<file path="config.mk">
export PLATFORM = sky130hd
export DESIGN_NAME = pcm_play_ctrl
export DESIGN_NICKNAME = d
export VERILOG_FILES = /design/src/rtl/pcm_play_ctrl.sv
export SDC_FILE = /design/constraint.sdc
export NUM_CORES = 1
export LEC_CHECK = 0
export ABC_AREA = 1
export CAP_MARGIN = 20
export CORE_MARGIN = 4
export CORE_UTILIZATION = 56
export DETAILED_ROUTE_END_ITERATION = 12
export GPL_TIMING_DRIVEN = 0
export PLACE_DENSITY = 0.78
export SLEW_MARGIN = 20
export SYNTH_ARGS = -nofsm -noshare
export SYNTH_HDL_FRONTEND = slang
export SYNTH_SLANG_ARGS = --single-unit
</file>
<file path="constraint.sdc">
create_clock -name clk -period 3.2 [get_ports clk]
set_input_delay 0.64 -clock clk [delete_from_list [all_inputs] [get_ports clk]]
set_output_delay 0.64 -clock clk [all_outputs]
set_load 0.05 [all_outputs]
</file>
<file path="src/rtl/pcm_play_ctrl.sv">
// PCM playback controller: IDLE/PLAY/PAUSE/DONE FSM that paces reads from a PCM BRAM
// and delivers each sample two cycles after its divider strobe, with exact progress scaling.
module pcm_play_ctrl #(
  parameter int SONG_LEN   = 75611,
  parameter int SAMPLE_DIV = 12500,
  parameter int PROG_STEPS = 140
) (
  input  logic        clk,
  input  logic        rst,
  input  logic        play_btn,
  input  logic        stop_btn,
  input  logic        loop_en,
  output logic [16:0] bram_addr,
  input  logic [7:0]  bram_dout,
  output logic [7:0]  audio_data,
  output logic        audio_valid,
  output logic [1:0]  state,
  output logic [7:0]  progress
);

  localparam int DIV_W = (SAMPLE_DIV > 1) ? $clog2(SAMPLE_DIV) : 1;
  localparam int ACC_W = $clog2(SONG_LEN + PROG_STEPS + 1);

  localparam logic [DIV_W-1:0] DIV_LAST  = DIV_W'(SAMPLE_DIV - 1);
  localparam logic [16:0]      POS_LAST  = 17'(SONG_LEN - 1);
  localparam logic [ACC_W-1:0] ACC_STEP  = ACC_W'(PROG_STEPS);
  localparam logic [ACC_W-1:0] ACC_MOD   = ACC_W'(SONG_LEN);
  localparam logic [7:0]       PROG_FULL = 8'(PROG_STEPS);

  typedef enum logic [1:0] {
    IDLE  = 2'd0,
    PLAY  = 2'd1,
    PAUSE = 2'd2,
    DONE  = 2'd3
  } state_t;

  state_t           st;
  logic [16:0]      pos;
  logic [DIV_W-1:0] div_cnt;
  logic [ACC_W-1:0] acc;
  logic             cap_pend;

  logic             strobe;
  logic             last;
  logic [ACC_W-1:0] acc_sum;

  assign strobe    = (st == PLAY) && (div_cnt == DIV_LAST);
  assign last      = (pos == POS_LAST);
  assign acc_sum   = acc + ACC_STEP;
  assign bram_addr = pos;
  assign state     = st;

  always_ff @(posedge clk) begin
    if (rst || stop_btn) begin
      st          <= IDLE;
      pos         <= '0;
      div_cnt     <= '0;
      acc         <= '0;
      progress    <= '0;
      audio_data  <= '0;
      audio_valid <= 1'b0;
      cap_pend    <= 1'b0;
    end else begin
      // BRAM word for the strobe address is valid the cycle after the strobe;
      // a capture in flight completes even if the FSM has left PLAY meanwhile.
      cap_pend    <= strobe;
      audio_valid <= cap_pend;
      if (cap_pend)
        audio_data <= bram_dout;
      else if (st == IDLE || st == DONE)
        audio_data <= '0;

      case (st)
        IDLE, DONE: begin
          if (play_btn) begin
            st       <= PLAY;
            pos      <= '0;
            div_cnt  <= '0;
            acc      <= '0;
            progress <= '0;
          end
        end

        PLAY: begin
          if (strobe) begin
            div_cnt <= '0;
            if (last && !loop_en) begin
              st       <= DONE;
              progress <= PROG_FULL;
            end else begin
              if (play_btn)
                st <= PAUSE;
              if (last) begin
                pos      <= '0;
                acc      <= '0;
                progress <= '0;
              end else begin
                pos <= pos + 17'd1;
                // acc holds (samples * PROG_STEPS) mod SONG_LEN, so progress stays exact
                if (acc_sum >= ACC_MOD) begin
                  acc <= acc_sum - ACC_MOD;
                  if (progress < PROG_FULL)
                    progress <= progress + 8'd1;
                end else begin
                  acc <= acc_sum;
                end
              end
            end
          end else begin
            div_cnt <= div_cnt + 1'b1;
            if (play_btn)
              st <= PAUSE;
          end
        end

        PAUSE: begin
          if (play_btn)
            st <= PLAY;
        end

        default: st <= IDLE;
      endcase
    end
  end

endmodule

</file>
==> impl_metrics.ini, run 1 <==
[yosys]
ys_seq_elements = 68
syn_inst = 643
ys_types = 41
synth_top_area_cell = dfxtp_1
synth_ff_type = dfxtp_1
ys.warnings.count = 0
synth_area_um2 = 4203
synth.area.top_cells = dfxtp_1 32%, nand2_1 12%, inv_1 7.8%
synth_top_cell_area_share_pct = 32.39
synth_edf_count = 0
async_flop_share_pct = 0
avgSynthCellArea_um2 = 6.536
synth_seq_area_share_pct = 32.39
synthesis.nets = 666

[grt]
grt_pass1_wl_um = 18440
grt_pass1_vias = 4198
track_usage_pct = 25.65
overflow = 0
antenna_found_initial = 0
grt_max_degree = 14

[placement]
place_ws_ps = 235.5
place_congestion = 0.9188
port_buffers = 48
dpl.hpwl_um = 8037
dp.cells = 790

[status]
status = finished clean

[floorplanning]
die_h_um = 94.63
die-area_um2 = 8955
rows = 31
core_um2 = 7292
initial_core_util_pct = 57.64
io_pins = 49
die_x_um = 94.63

[clock_network]
clockBufferDepth = 2
cts_tree = yes
postCtsSetupRepairBufs = 0
cts-hold-fix-buffers = 0
cts_resized = 0
h-tree-depth = 3
numClockSinks = 68
clkSlewWorstSetupHoldPaths_ps = 80
cts_buffers = 9
cts_root_buf = clkbuf_8
clk_latency_ps = 360

[timing]
drv_slew = 0
setup_viol = 0
hold_viol = 0
rsz0062_at_grt = no
finalSetupTns_ps = 0
period_needed_ps = 2651
timing.final.crit_share_pct = 82.85
worstMarginPinSlew_ps = 615.1
relSlewSlack_pct = 58.99
fmaxAchievable_mhz = 377.2
worst_slack_ps = 548.7
fin_skew_ps = 11.91

[worst_setup_path]
crit_arrival_ps = 2890
r2r_cells = 12
required_ps = 3440
reg2reg_from = state[0]
rr_endpoint = bram_addr[14]
startpoint_type = register
path_max_fanout = 6
worstSetupPathType = register to register
reg2reg_slack_ps = 550
endpoint_kind = register

[finish]
fillers = 683
nNetsFinal = 725
layout-drive-gt1-share_pct = 9.618
fin_cells = 806
n_antenna_cell = 0
area_growth_syn_to_layout_pct = 19.74
post-route-util_pct = 69.01

[routing]
wl_per_cell_um = 13.16
via_per_inst = 5.301
vias = 4273
antenna_left = 0
dr.pass1.iters = 6
drtIter0Drc = 208
routed_wl_um = 10610
drc_errors = 0

[job]
cap_violations = 0

[worst_hold_path]
min_path_cells = 2
holdPathEnd = acc[16]
min_path_type = register to register
hold_start = acc[16]

[power_and_ir_drop]
irDropWorstVdd_uv = 296.4
sw_frac_of_total_pct = 26.80
clock_power_share_pct = 43.7
power.total_w = 0.001844
seqPwrFrac_pct = 46.8
p_leak_nw = 1.959
p_int_w = 0.001350
powerDensity_nw_per_um2 = 366.4
combPwrFrac_pct = 9.5
p_sw_w = 0.0004942
## layout make-up
type                    count  area [um2]  share of cell area (%)
flip-flops and latches     68        1361                   27.05
inverters                  95       356.6                   7.086
well taps                  99       123.9                   2.461
clock inverters             7       101.3                   2.014
plain buffers              12       60.06                   1.193
clock buffers               9       123.9                   2.461
repair buffers             48       480.5                   9.547
multi-input cells         468        2425                   48.19
## sequential cells by signal, indices dropped and copies added, names as in the netlist
name and cells:
progress 8, div_cnt 14, audio_data 8, cap_pend 1, acc 17, bram_addr 17
state 2, audio_valid 1
## cells by family after synthesis
logic type	count (synthesis)	synth area share, %
compound gates	89	12.41
flops	68	32.39
buf+inv	107	9.914
xor+xnor	11	2.293
fa+ha+maj	10	2.977
simple gates	358	40.01
## power groups by stage
stage               Clock (W)  Combinational (W)  Sequential, W
finish               0.000806           0.000174       0.000864
global route         0.000863           0.000191       0.000865
CTS                  0.000819           0.000174       0.000863
detailed placement          0           0.000173       0.000883
global placement            0           0.000169       0.000883
floorplan                   0          0.0000920       0.000903
## metal layers
layer	vias to the layer above	share of wire (%)	GRT usage, %	wire (um)
li1	2211	-	-	-
met1	1971	46	32.57	4916
met2	80	49	44.10	5150
met3	11	3.8	4.064	401
met4	0	1.3	8.654	141
met5	-	0	0	0
## synthesized netlist by cell type, types with 4 or more instances
library cell / instances
a21oi_1: 44
a31oi_1: 4
a32o_1: 8
clkbuf_1: 7
dfxtp_1: 68
ha_1: 10
inv_1: 87
inv_2: 7
nand2_1: 138
nand2_2: 15
nand2_4: 5
nand3_1: 62
nand4_1: 11
nor2_1: 75
nor2_2: 5
nor3_1: 28
o21ai_0: 23
xor2_1: 9
## worst max-delay path by stage
| stage | slack [ps] | endpoint | cells past startpoint | startpoint |
|---|---|---|---|---|
| after floorplan | 710 | bram_addr[14] | 13 | state[0] |
| after global placement | 240 | bram_addr[14] | 10 | play_btn |
| after detailed placement | 240 | bram_addr[5] | 9 | play_btn |
| after CTS | 560 | bram_addr[14] | 12 | state[0] |
| after global routing | 270 | bram_addr[14] | 12 | state[0] |
| final | 550 | bram_addr[14] | 12 | state[0] |
## metrics by stage
stage / hold WS [ps] / cell area (um2)
3_5_place_dp: 470.1 / 4807
3_3_place_gp: 464.7 / 4807
6_report: 479.2 / 5032
5_1_grt: 510.5 / 5032
4_1_cts: 481.9 / 5032
2_1_floorplan: 443.4 / 4203
## worst max-delay path: stages, from the launching register on
cell	delay (ps)
dfxtp_1	370
inv_1	70
ha_1	330
inv_1	80
nor2_1	70
a21oi_1	400
nand2_1	240
nor2_2	290
nand2_1	140
inv_1	110
nand3_1	130
o31ai_1	230
nor2_1	60
## cell usage in the layout (no fill, tap or decap), types with 4 or more instances in the layout
cell type,synthesis,final
nand4_1,11,11
a21oi_1,44,44
a31oi_1,4,4
ha_1,10,10
clkbuf_1,7,7
xor2_1,9,9
clkbuf_8,0,9
nand3_1,62,62
o21ai_0,23,23
clkdlybuf4s50_1,0,48
nand2_1,138,138
dfxtp_1,68,68
nand2_2,15,15
a32o_1,8,8
inv_1,87,87
nor2_1,75,75
inv_2,7,7
nor3_1,28,28
nor2_2,5,5
nand2_4,5,5
Note: power is estimated with default switching activity, not from simulation.
==> inputs of run 2 (changes only) <==
CORE_UTILIZATION = 51   (was 56)
PLACE_DENSITY = 0.75   (was 0.78)
clock period = 2.27 ns   (was 3.2 ns; I/O delays follow)
==> impl_metrics.ini, run 2 (same netlist as run 1, synthesis figures left out) <==
[power_and_ir_drop]
p_leak_nw = 2.156
irDropWorstVdd_uv = 430.0
powerDensity_nw_per_um2 = 479.8

[timing]
relSlewSlack_pct = 56.61
period_needed_ps = 2224
fmaxAchievable_mhz = 449.7
fin_skew_ps = 6.981
worstMarginPinSlew_ps = 648.5
drv_slew = 0
hold_viol = 0
setup_viol = 0
timing.final.crit_share_pct = 97.97
worst_slack_ps = 46.09
rsz0062_at_grt = yes

[worst_setup_path]
crit_arrival_ps = 2510
endpoint_kind = register
worstSetupPathType = register to register
startpoint_type = register
path_max_fanout = 8
required_ps = 2560

[worst_hold_path]
min_path_type = register to register

[clock_network]
clkSlewWorstSetupHoldPaths_ps = 80
cts_buffers = 9
cts_tree = yes
h-tree-depth = 3
clockBufferDepth = 2
cts_root_buf = clkbuf_8
cts-hold-fix-buffers = 0
clk_latency_ps = 360
numClockSinks = 68

[finish]
area_growth_syn_to_layout_pct = 31.29
most-common-layout-cells = 128 x nand2_1, 82 x inv_1, 65 x nor2_1
layout-drive-gt1-share_pct = 20.00
post-route-util_pct = 69.96
final_common_cell = nand2_1
n_antenna_cell = 0
design_area_um2 = 5518
nNetsFinal = 748
fin_cells = 832

[floorplanning]
die_x_um = 98.78
io_pins = 49
die-area_um2 = 9757
core_um2 = 7888
initial_core_util_pct = 53.28
die_h_um = 98.78
rows = 32

[placement]
port_buffers = 48
place_ws_ps = -397.6
dp.cells = 793
place_congestion = 0.9382
dpl.hpwl_um = 8239
place_area_um2 = 4818

[job]
cap_violations = 0

[routing]
wl_per_cell_um = 14.18
routed_wl_um = 11800
via_per_inst = 5.404
antenna_left = 0
drtIter0Drc = 276
dr.pass1.iters = 5
drc_errors = 0
vias = 4496

[grt]
overflow = 0
antenna_found_initial = 0
grt_pass1_vias = 4110
track_usage_pct = 22.34
grt_pass1_wl_um = 18150
grt_max_degree = 14

[status]
status = finished clean
run 2: what timing repair did:
item                       CTS  global route
gates resized for setup     17            70
setup endpoints to repair   38            45
cloned                       0             3
pin swaps                    8            18
setup buffers                7            13
run 2: layout make-up:
type                            count  area (um2)
Timing Repair Buffer               70       693.2
Tap cell                          102       127.6
Fill cell                         655        2370
Clock inverter                      7       98.84
Inverter                           95       361.6
Sequential cell                    68        1378
Clock buffer                        9       123.9
Multi-Input combinational cell    469        2649
Buffer                             12       86.33
run 2: metal layers:
layer / track usage, % / wire length [um] / vias to the layer above / part of all wire [%]
li1: - / - / 2274 / -
met1: 27.70 / 5193 / 2080 / 44
met2: 38.02 / 5794 / 109 / 49
met3: 4.600 / 479 / 33 / 4.1
met4: 8.403 / 330 / 0 / 2.8
met5: 0 / 0 / - / 0
run 2: report_power, final:
part	internal, W	switching (W)
logic	0.000105	0.000192
clock network	0.000626	0.000509
registers	0.00120	0.0000140
run 2: critical path, stage by stage, from the launching register on:
cell and delay [ps]:
dfxtp_4 380, inv_4 50, ha_4 170, nor2_4 100
nand2_4 90, nand2_8 90, nand4_1 100, nand2_2 130
nand3_4 120, nor2_4 150, nand3_4 100, nand3_4 180
clkbuf_16 170, nand2_1 50, nand2_1 60, nand3_1 80
a21oi_2 120
run 2: stage by stage:
step	hold WS (ps)	setup TNS [ps]	total power [W]
finish	490.9	0	0.002647
global route	504.4	-1551	0.002734
CTS	484.5	0	0.002627
detailed placement	473.5	-10960	0.001491
global placement	460.4	-9796	0.001485
floorplan	443.4	0	0.001404
run 2: final timing paths:
path                    from    endpoint  slack [ps]  cells after the start
hold reg to reg   div_cnt[0]  div_cnt[0]         490                      2
hold / removal    div_cnt[0]  div_cnt[0]         490                      2
setup / recovery      acc[2]     acc[12]          50                     16
setup reg to reg      acc[2]     acc[12]          50                     16
==> inputs of run 3 (changes only) <==
HOLD_SLACK_MARGIN = 0.06   (was not set)
==> results of run 3 <==
Final layout, timing and power as in run 2 (identical DEF).
